[config.mk]
export PLATFORM = sky130hd
export DESIGN_NAME = ball_renderer_pipe
export DESIGN_NICKNAME = d
export VERILOG_FILES = /design/src/rtl/ball_renderer_pipe.sv
export SDC_FILE = /design/constraint.sdc
export NUM_CORES = 2
export LEC_CHECK = 0
export BUFFER_PORTS_ARGS = -buffer_cell sky130_fd_sc_hd__buf_2
export CORE_ASPECT_RATIO = 1.75
export CORE_UTILIZATION = 60
export CTS_CLUSTER_SIZE = 40
export DETAILED_ROUTE_END_ITERATION = 10
export PLACE_DENSITY = 0.77
export SYNTH_ARGS = -nofsm -noshare
export SYNTH_HDL_FRONTEND = slang
export SYNTH_SLANG_ARGS = --single-unit
[constraint.sdc]
create_clock -name clk_in -period 8 [get_ports clk_in]
set_input_delay 1.2 -clock clk_in [delete_from_list [all_inputs] [get_ports clk_in]]
set_output_delay 1.2 -clock clk_in [all_outputs]
set_load 0.02 [all_outputs]
[src/rtl/ball_renderer_pipe.sv]
// Multi-ball circle renderer: 3-stage pipeline from VGA counters to one 12-bit RGB pixel per clock.
// Ball updates land in shadow registers and are copied to the active set at pixel (0,0).
module ball_renderer_pipe #(
  parameter int N_BALLS      = 4,
  parameter int RADIUS       = 8,
  parameter int INNER_RADIUS = 0,
  parameter int IDX_W        = 2
) (
  input  logic               clk_in,
  input  logic               rst_in,
  input  logic [10:0]        hcount_in,
  input  logic [9:0]         vcount_in,
  input  logic               hsync_in,
  input  logic               vsync_in,
  input  logic               blank_in,
  input  logic               wr_valid_in,
  output logic               wr_ready_out,
  input  logic [IDX_W-1:0]   wr_idx_in,
  input  logic [10:0]        wr_x_in,
  input  logic [9:0]         wr_y_in,
  input  logic [11:0]        wr_color_in,
  input  logic               wr_en_in,
  output logic [11:0]        pixel_out,
  output logic [N_BALLS-1:0] hit_out,
  output logic               hsync_out,
  output logic               vsync_out,
  output logic               blank_out
);

  localparam logic [22:0] R2  = 23'(RADIUS * RADIUS);
  localparam logic [22:0] IR2 = 23'(INNER_RADIUS * INNER_RADIUS);

  logic [10:0]        sh_x     [N_BALLS];
  logic [9:0]         sh_y     [N_BALLS];
  logic [11:0]        sh_color [N_BALLS];
  logic [N_BALLS-1:0] sh_en;
  logic [10:0]        act_x     [N_BALLS];
  logic [9:0]         act_y     [N_BALLS];
  logic [11:0]        act_color [N_BALLS];
  logic [N_BALLS-1:0] act_en;

  logic commit;
  logic wr_fire;

  assign commit       = (hcount_in == 11'd0) && (vcount_in == 10'd0);
  assign wr_ready_out = ~rst_in & ~commit;
  assign wr_fire      = wr_valid_in & wr_ready_out;

  // Writes never coincide with a commit, so the copy always sees settled shadow values.
  always_ff @(posedge clk_in) begin
    if (rst_in) begin
      for (int i = 0; i < N_BALLS; i++) begin
        sh_x[i]      <= '0;
        sh_y[i]      <= '0;
        sh_color[i]  <= '0;
        act_x[i]     <= '0;
        act_y[i]     <= '0;
        act_color[i] <= '0;
      end
      sh_en  <= '0;
      act_en <= '0;
    end else begin
      if (commit) begin
        for (int i = 0; i < N_BALLS; i++) begin
          act_x[i]     <= sh_x[i];
          act_y[i]     <= sh_y[i];
          act_color[i] <= sh_color[i];
        end
        act_en <= sh_en;
      end
      if (wr_fire) begin
        for (int i = 0; i < N_BALLS; i++) begin
          if (wr_idx_in == IDX_W'(i)) begin
            sh_x[i]     <= wr_x_in;
            sh_y[i]     <= wr_y_in;
            sh_color[i] <= wr_color_in;
            sh_en[i]    <= wr_en_in;
          end
        end
      end
    end
  end

  // Pixel (0,0) already renders with the freshly committed set.
  logic [10:0]        eff_x     [N_BALLS];
  logic [9:0]         eff_y     [N_BALLS];
  logic [11:0]        eff_color [N_BALLS];
  logic [N_BALLS-1:0] eff_en;

  always_comb begin
    for (int i = 0; i < N_BALLS; i++) begin
      eff_x[i]     = commit ? sh_x[i]     : act_x[i];
      eff_y[i]     = commit ? sh_y[i]     : act_y[i];
      eff_color[i] = commit ? sh_color[i] : act_color[i];
    end
    eff_en = commit ? sh_en : act_en;
  end

  logic signed [11:0] s1_dx    [N_BALLS];
  logic signed [10:0] s1_dy    [N_BALLS];
  logic [11:0]        s1_color [N_BALLS];
  logic [N_BALLS-1:0] s1_en;
  logic [2:0]         s1_sync;

  always_ff @(posedge clk_in) begin
    if (rst_in) begin
      for (int i = 0; i < N_BALLS; i++) begin
        s1_dx[i]    <= '0;
        s1_dy[i]    <= '0;
        s1_color[i] <= '0;
      end
      s1_en   <= '0;
      s1_sync <= 3'b111;
    end else begin
      for (int i = 0; i < N_BALLS; i++) begin
        s1_dx[i]    <= {1'b0, hcount_in} - {1'b0, eff_x[i]};
        s1_dy[i]    <= {1'b0, vcount_in} - {1'b0, eff_y[i]};
        s1_color[i] <= eff_color[i];
      end
      s1_en   <= eff_en;
      s1_sync <= {hsync_in, vsync_in, blank_in};
    end
  end

  // Squaring the magnitude keeps the multiplier unsigned; |dx| <= 2047 and |dy| <= 1023.
  logic [10:0] abs_dx [N_BALLS];
  logic [9:0]  abs_dy [N_BALLS];

  always_comb begin
    for (int i = 0; i < N_BALLS; i++) begin
      abs_dx[i] = s1_dx[i][11] ? 11'(-s1_dx[i]) : s1_dx[i][10:0];
      abs_dy[i] = s1_dy[i][10] ? 10'(-s1_dy[i]) : s1_dy[i][9:0];
    end
  end

  logic [21:0]        s2_dx2   [N_BALLS];
  logic [19:0]        s2_dy2   [N_BALLS];
  logic [11:0]        s2_color [N_BALLS];
  logic [N_BALLS-1:0] s2_en;
  logic [2:0]         s2_sync;

  always_ff @(posedge clk_in) begin
    if (rst_in) begin
      for (int i = 0; i < N_BALLS; i++) begin
        s2_dx2[i]   <= '0;
        s2_dy2[i]   <= '0;
        s2_color[i] <= '0;
      end
      s2_en   <= '0;
      s2_sync <= 3'b111;
    end else begin
      for (int i = 0; i < N_BALLS; i++) begin
        s2_dx2[i]   <= {11'd0, abs_dx[i]} * {11'd0, abs_dx[i]};
        s2_dy2[i]   <= {10'd0, abs_dy[i]} * {10'd0, abs_dy[i]};
        s2_color[i] <= s1_color[i];
      end
      s2_en   <= s1_en;
      s2_sync <= s1_sync;
    end
  end

  logic [22:0]        d2 [N_BALLS];
  logic [N_BALLS-1:0] ring_ok;
  logic [N_BALLS-1:0] hit;
  logic [11:0]        px;

  always_comb begin
    for (int i = 0; i < N_BALLS; i++) begin
      d2[i] = {1'b0, s2_dx2[i]} + {3'b000, s2_dy2[i]};
    end
  end

  if (INNER_RADIUS == 0) begin : g_disc
    assign ring_ok = '1;
  end else begin : g_ring
    for (genvar i = 0; i < N_BALLS; i++) begin : g_ch
      assign ring_ok[i] = (d2[i] >= IR2);
    end
  end

  // Walk from the highest index down so channel 0 ends up on top.
  always_comb begin
    hit = '0;
    px  = '0;
    for (int i = N_BALLS - 1; i >= 0; i--) begin
      hit[i] = s2_en[i] & (d2[i] <= R2) & ring_ok[i];
      if (hit[i]) px = s2_color[i];
    end
  end

  always_ff @(posedge clk_in) begin
    if (rst_in) begin
      pixel_out <= '0;
      hit_out   <= '0;
      hsync_out <= 1'b1;
      vsync_out <= 1'b1;
      blank_out <= 1'b1;
    end else begin
      pixel_out <= s2_sync[0] ? 12'd0 : px;
      hit_out   <= hit;
      hsync_out <= s2_sync[2];
      vsync_out <= s2_sync[1];
      blank_out <= s2_sync[0];
    end
  end

endmodule

* Word level (Yosys, flattened, before mapping)
Memories as Yosys holds them, arrays and structs flattened. Index checks and enable logic that the tools add are counted.
Word-level totals: output and inout bits 20, logic and storage cells 219, bits in registers 37, memories kept 12, bits in writable memories 620
Operators by class: $lt $le $gt $ge 4, add/sub/neg operators 20, mux-type cells 94, eq/ne operators 3, bitwise gates (word level) 56, reductions and logical operators 9, multipliers 8
Memory list:
- s2_dx2 | depth 4, width 22, rd ports 4, clocked after Yosys merged registers in 0, write ports 4, line 136 | logic [21:0] s2_dx2 [N_BALLS];
- s2_dy2 | depth 4, width 20, rd ports 4, clocked after Yosys merged registers in 0, write ports 4, line 137 | logic [19:0] s2_dy2 [N_BALLS];
- act_color | depth 4, width 12, rd ports 4, clocked after Yosys merged registers in 0, write ports 4, line 39 | logic [11:0] act_color [N_BALLS];
- s1_color | depth 4, width 12, rd ports 4, clocked after Yosys merged registers in 0, write ports 4, line 101 | logic [11:0] s1_color [N_BALLS];
- s1_dx | depth 4, width 12, rd ports 4, clocked after Yosys merged registers in 0, write ports 4, line 99 | logic signed [11:0] s1_dx [N_BALLS];
- s2_color | depth 4, width 12, rd ports 4, clocked after Yosys merged registers in 0, write ports 4, line 138 | logic [11:0] s2_color [N_BALLS];
- 6 more memories
Operators with widths (count):
- $mux 12 | 28
- $mux 11 | 20
- $mux 10 | 16
- $add 22x20->23 | 4
- $le 23x7->1 const B | 4
- $mul 11x11->22 | 4
- $mux 22 | 4
- $mul 10x10->20 | 4
- $mux 20 | 4
- $or 1x1->1 | 48
- $sub 11x11->12 | 4
- $neg 11->11 | 4
- $sub 10x10->11 | 4
- $neg 10->10 | 4
- $mux 1 | 22
- $logic_not 11->1 | 1
- $logic_not 10->1 | 1
- $reduce_and 2->1 | 4
- $and 1x1->1 | 6
- $eq 2x2->1 const B | 2
- $eq 2x1->1 const B | 1
- $logic_not 2->1 | 1
- $not 1->1 | 2
- $reduce_or 2->1 | 1
- $logic_and 1x1->1 | 1

* Depth between registers and ports, before layout
depth in word-level cells 9, gate-level depth with buffers 29, mapped depth without buffers 28

* Worst setup path after synthesis
OpenSTA, ideal clock, no wires.
path type register to register, start memory s1_dx[0][0], end memory s2_dx2[0][21], period minus slack after synthesis 6.698 ns, arrival time 6.570 ns, data required time 7.872 ns, cell stages (with the launch flop) 27, slack 1.302 ns, path buffers 1, cell sequence dfxtp_1 inv_1 clkbuf_1 ha_1 nand2_1 o41ai_1 xor2_1 nor2_1 inv_1 fa_1 fa_1 inv_1 fa_1 fa_1 inv_1 fa_1 inv_1 ha_1 a21oi_1 o21ai_0 a211o_1 a31oi_1 nor2b_1 o21a_1 o41ai_1 xnor2_1 nor2_1
RTL lines (line):
- start: declaration | 99
- end: declaration | 136

==> flow_summary.rst <==
.. list-table::
   :header-rows: 1

   * - Metric
     - Value
   * - Run status
     - completed
   * - Initial Utilization
     - 0.608
   * - Placeable core area
     - 86,000 um2
   * - Sequential cell area in the final layout
     - 15,600 um2
   * - Setup CP Type
     - flip-flop to flip-flop
   * - Overall global routing resource usage
     - 0.279
   * - Half-perimeter wire length of the detailed placement result
     - 96,300 um
   * - Unrepaired setup endpoints after global routing
     - no
   * - Area growth from synthesis to final layout
     - 7.52%
   * - VDD IR-drop max
     - 224 uV
   * - Highest-delay cell along the critical path
     - sky130_fd_sc_hd__a2111oi_0
   * - Clock-pin slew reported for the worst setup and hold paths after clock tree synthesis
     - 70 ps
   * - Number of iterations in the first detailed-routing pass
     - 6
   * - Antenna violations before repair
     - 12
   * - Violation count after the first detailed-route iteration
     - 1,580
   * - Row count
     - 142
   * - Worst hold start
     - s1_sync[1]$_SDFF_PP1_
   * - Fin crit share
     - 0.935
   * - Startpoint of the lowest-slack register-to-register path
     - s1_dx[0][6]$_SDFF_PP0_
   * - Worst Hold Class
     - flip-flop to flip-flop
   * - Post-synthesis async set-or-reset flop share
     - 0
   * - Cell area power density
     - 322 nW/um2
   * - Placer Congestion
     - 0.946
   * - Yosys synthesis warning count
     - 0
   * - Setup slack, reg-to-reg
     - 520 ps
   * - Worst slew margin relative to its limit
     - 0.278
   * - Library cell occupying the most area in the post-synthesis netlist
     - sky130_fd_sc_hd__fa_1
   * - Most repeated library cell on the critical path
     - sky130_fd_sc_hd__fa_1
   * - Sequential fraction of the synthesis area
     - 0.299
   * - Die Ht
     - 392 um
   * - Critical-path cell list
     - or4_1, o41ai_1, xor2_1, nor2_1, fa_1, inv_1, fa_1, inv_1, fa_1, fa_1, inv_1, fa_1, inv_1, ha_1, and3_1, a2111oi_0, o31ai_1, o21ai_0, nand2b_1, a21oi_1, xor2_1, nor2_1
   * - Filler instances
     - 7,021
   * - Residual DRC count
     - 0
   * - Fmax
     - 134 MHz
   * - Overall die width
     - 225 um
   * - Floorplan die area
     - 88,300 um2
   * - Nature of the critical path endpoint
     - flip-flop
   * - Clock tree from TritonCTS
     - done
   * - Count of flip-flops with a built-in enable after synthesis
     - 264
   * - Synthesized area divided by synthesized cell count
     - 9.62 um2
   * - Number of register bits inferred by synthesis
     - 649
   * - Startpoint type of the worst setup path
     - flip-flop
   * - Total gr overflow
     - 0
   * - Depth of the worst register-to-register path
     - 22
   * - Post-placement worst setup slack
     - 594 ps
   * - Max cap viols
     - 0
   * - Count of input and output buffers
     - 82
   * - Syn Inst Count
     - 5,434
   * - Number of buffers created by CTS
     - 61
   * - Final net count
     - 6,567
   * - Delay of the slowest critical-path stage
     - 690 ps
   * - Number of sinks driven by the clock tree
     - 649
   * - Buffer type at the clock tree root
     - sky130_fd_sc_hd__clkbuf_16
   * - Static leakage power
     - 26.9 nW
   * - Wire length of the first global-routing pass
     - 194,000 um
   * - Antenna-violating nets left
     - 0
   * - Count of vias placed by the detailed router
     - 37,300
   * - Number of cells on the worst hold path
     - 1
   * - Area occupied by multi-input gates
     - 33,200 um2
   * - Distinct cell type count of the synthesized netlist
     - 81
   * - Overall routed net length
     - 120,000 um
   * - Largest net degree at the start of global routing
     - 133
   * - Total negative slack
     - 0 ps
   * - Post-cts sizing count
     - 0
   * - Pin slew with the least headroom to its limit
     - 1080 ps
   * - Vias per std cell
     - 5.57
   * - Crit Reg-Reg Endpoint
     - s2_dx2[0][20]$_SDFF_PP0_
   * - Worst clock skew on the final layout
     - 49.4 ps
   * - Maximum clock path buffer count
     - 3
   * - Top cell type's share of synthesized area
     - 0.171
   * - Synthesized cell area
     - 52,300 um2
   * - # setup viols final
     - 0
   * - Buffer count from post-CTS setup fixing
     - 0
   * - Required @ worst endpoint
     - 8480 ps
   * - CP Max Fanout
     - 9
   * - Worst hold endpoint
     - s2_sync[1]$_SDFF_PP1_
   * - Top cells by area in the synthesized netlist
     - sky130_fd_sc_hd__fa_1, sky130_fd_sc_hd__edfxtp_1, sky130_fd_sc_hd__dfxtp_1
   * - Number of levels in the clock H-tree
     - 2
   * - Proportion of layout cells with a drive suffix above 1
     - 0.0530
   * - Flip-flop cell with the highest count after synthesis
     - sky130_fd_sc_hd__dfxtp_1
   * - Final Worst Setup Slack
     - 520 ps
   * - DR WL/cell
     - 18.0 um
   * - Final hold vios
     - 0
   * - Clock latency on the worst-skew pair
     - 680 ps
   * - Arrival time at the worst endpoint
     - 7960 ps
   * - Hold buffer count at CTS
     - 0
   * - Vias in the first global route
     - 39,100
   * - Final period demand of the worst path
     - 7480 ps
   * - Ports
     - 83
   * - Number of slew-limit violations in the final report
     - 0
-- cells in the mapped netlist (6+ instances only) --
cell type and number:
sky130_fd_sc_hd__and2_1 318, sky130_fd_sc_hd__a211oi_1 30, sky130_fd_sc_hd__inv_1 766, sky130_fd_sc_hd__nor2b_1 121, sky130_fd_sc_hd__o21a_1 41, sky130_fd_sc_hd__edfxtp_1 264
sky130_fd_sc_hd__or3_1 23, sky130_fd_sc_hd__nor3_1 88, sky130_fd_sc_hd__a21oi_1 154, sky130_fd_sc_hd__a31oi_1 18, sky130_fd_sc_hd__o21bai_1 25, sky130_fd_sc_hd__buf_1 8
sky130_fd_sc_hd__or2_2 23, sky130_fd_sc_hd__nor4_1 18, sky130_fd_sc_hd__dfxtp_1 385, sky130_fd_sc_hd__ha_1 565, sky130_fd_sc_hd__a21boi_0 16, sky130_fd_sc_hd__nand3_1 45
sky130_fd_sc_hd__a2111oi_0 14, sky130_fd_sc_hd__o2111ai_1 7, sky130_fd_sc_hd__o21ai_0 144, sky130_fd_sc_hd__nand2b_1 72, sky130_fd_sc_hd__mux2i_1 100, sky130_fd_sc_hd__fa_1 446
sky130_fd_sc_hd__o31ai_1 31, sky130_fd_sc_hd__nand4_1 9, sky130_fd_sc_hd__o211ai_1 12, sky130_fd_sc_hd__xor2_1 114, sky130_fd_sc_hd__nand3b_1 7, sky130_fd_sc_hd__xnor2_1 210
sky130_fd_sc_hd__nor2_1 562, sky130_fd_sc_hd__a21o_1 156, sky130_fd_sc_hd__mux2_2 17, sky130_fd_sc_hd__o21ai_1 10, sky130_fd_sc_hd__clkinv_1 13, sky130_fd_sc_hd__nand2_1 322
sky130_fd_sc_hd__a211o_1 12, sky130_fd_sc_hd__nor3b_1 6, sky130_fd_sc_hd__o41ai_1 21, sky130_fd_sc_hd__clkbuf_1 123, sky130_fd_sc_hd__and3_1 28
-- state kept, by name (all words and copies together), names as in the netlist, 12 cells and up --
register	flops
s1_color	48
sh_x	44
act_x	44
pixel_out	12
act_color	48
sh_color	48
act_y	40
s1_dy	44
s1_dx	48
s2_color	48
s2_dy2	76
sh_y	40
s2_dx2	84
-- cell usage in the layout, fill, tap and decap left out, types with 144 or more instances in the layout --
cell / n
sky130_fd_sc_hd__a21oi_1: 154
sky130_fd_sc_hd__inv_1: 765
sky130_fd_sc_hd__and2_1: 318
sky130_fd_sc_hd__a21o_1: 156
sky130_fd_sc_hd__o21ai_0: 144
sky130_fd_sc_hd__nand2_1: 322
sky130_fd_sc_hd__dfxtp_1: 385
sky130_fd_sc_hd__edfxtp_1: 264
sky130_fd_sc_hd__nor2_1: 559
sky130_fd_sc_hd__xnor2_1: 210
sky130_fd_sc_hd__ha_1: 565
sky130_fd_sc_hd__fa_1: 446
-- report_power, final --
part / leakage (nW) / total [mW] / internal [mW] / switching [mW]
clock: 1.06 / 3.09 / 1.74 / 1.35
sequential: 5.87 / 4.08 / 3.86 / 0.221
combinational: 20.0 / 10.9 / 4.61 / 6.30
total: 26.9 / 18.1 / 10.2 / 7.87
-- per-stage QoR --
| step | hold slack, ps | instances | area, um2 | total power [mW] | util |
|---|---|---|---|---|---|
| floorplan | 389 | 5437 | 52300 | 12.4 | - |
| global placement | 392 | 6582 | 54000 | 14.8 | 0.628 |
| detailed placement | 399 | 6582 | 54000 | 15.0 | 0.628 |
| CTS | 416 | 6697 | 56200 | 18.2 | 0.653 |
| global route | 422 | 6701 | 56200 | 19.8 | 0.653 |
| finish | 414 | 6702 | 56200 | 18.1 | 0.654 |
-- final cells by class --
class,instances,area share
multi-input cells,3871,0.591
flip-flops and latches,649,0.278
inverters,781,0.0522
clock buffers,81,0.0315
well taps,1152,0.0256
repair buffers,129,0.0140
clock inverters,34,0.00708
diodes,5,0.000223
-- kinds of logic after synthesis --
logic type      count (synthesis)  share of synthesized area
mux                           117                     0.0228
flops                         649                      0.299
buf+inv                       917                     0.0662
compound gates                753                     0.0968
fa+ha+maj                    1011                      0.306
simple gates                 1662                      0.155
other cells                     1                  0.0000717
xor+xnor                      324                     0.0543
-- worst max-delay path: cells and delay by family, from the launching register on --
| kind | cells | cell delay, ps |
|---|---|---|
| AOI/OAI and AO/OA | 5 | 1840 |
| xor gates and xnor gates | 2 | 820 |
| adders and majority gates | 6 | 3050 |
| buffers and inverters | 4 | 200 |
| DFF | 1 | 330 |
| and+or+nand+nor | 5 | 1080 |
-- how the worst max path moves through the flow --
stage,from,to,slack (ps),cells past startpoint
after floorplan,s1_dx[0][0]$_SDFF_PP0_,s2_dx2[0][21]$_SDFF_PP0_,1300,26
after global placement,s1_dx[0][6]$_SDFF_PP0_,s2_dx2[0][20]$_SDFF_PP0_,670,22
after detailed placement,s1_dx[0][6]$_SDFF_PP0_,s2_dx2[0][20]$_SDFF_PP0_,590,22
after CTS,s1_dx[0][6]$_SDFF_PP0_,s2_dx2[0][20]$_SDFF_PP0_,600,22
after global routing,s1_dx[3][0]$_SDFF_PP0_,s2_dx2[3][21]$_SDFF_PP0_,100,25
final,s1_dx[0][6]$_SDFF_PP0_,s2_dx2[0][20]$_SDFF_PP0_,520,22
-- layer usage --
metal	vias to the layer above	wire, um	track usage
met5	-	75	0
met4	12	7080	0.153
met3	375	4010	0.0304
met2	753	66900	0.550
met1	18200	42400	0.280
li1	17900	-	-
No activity file was read; power rests on OpenSTA's default activity.
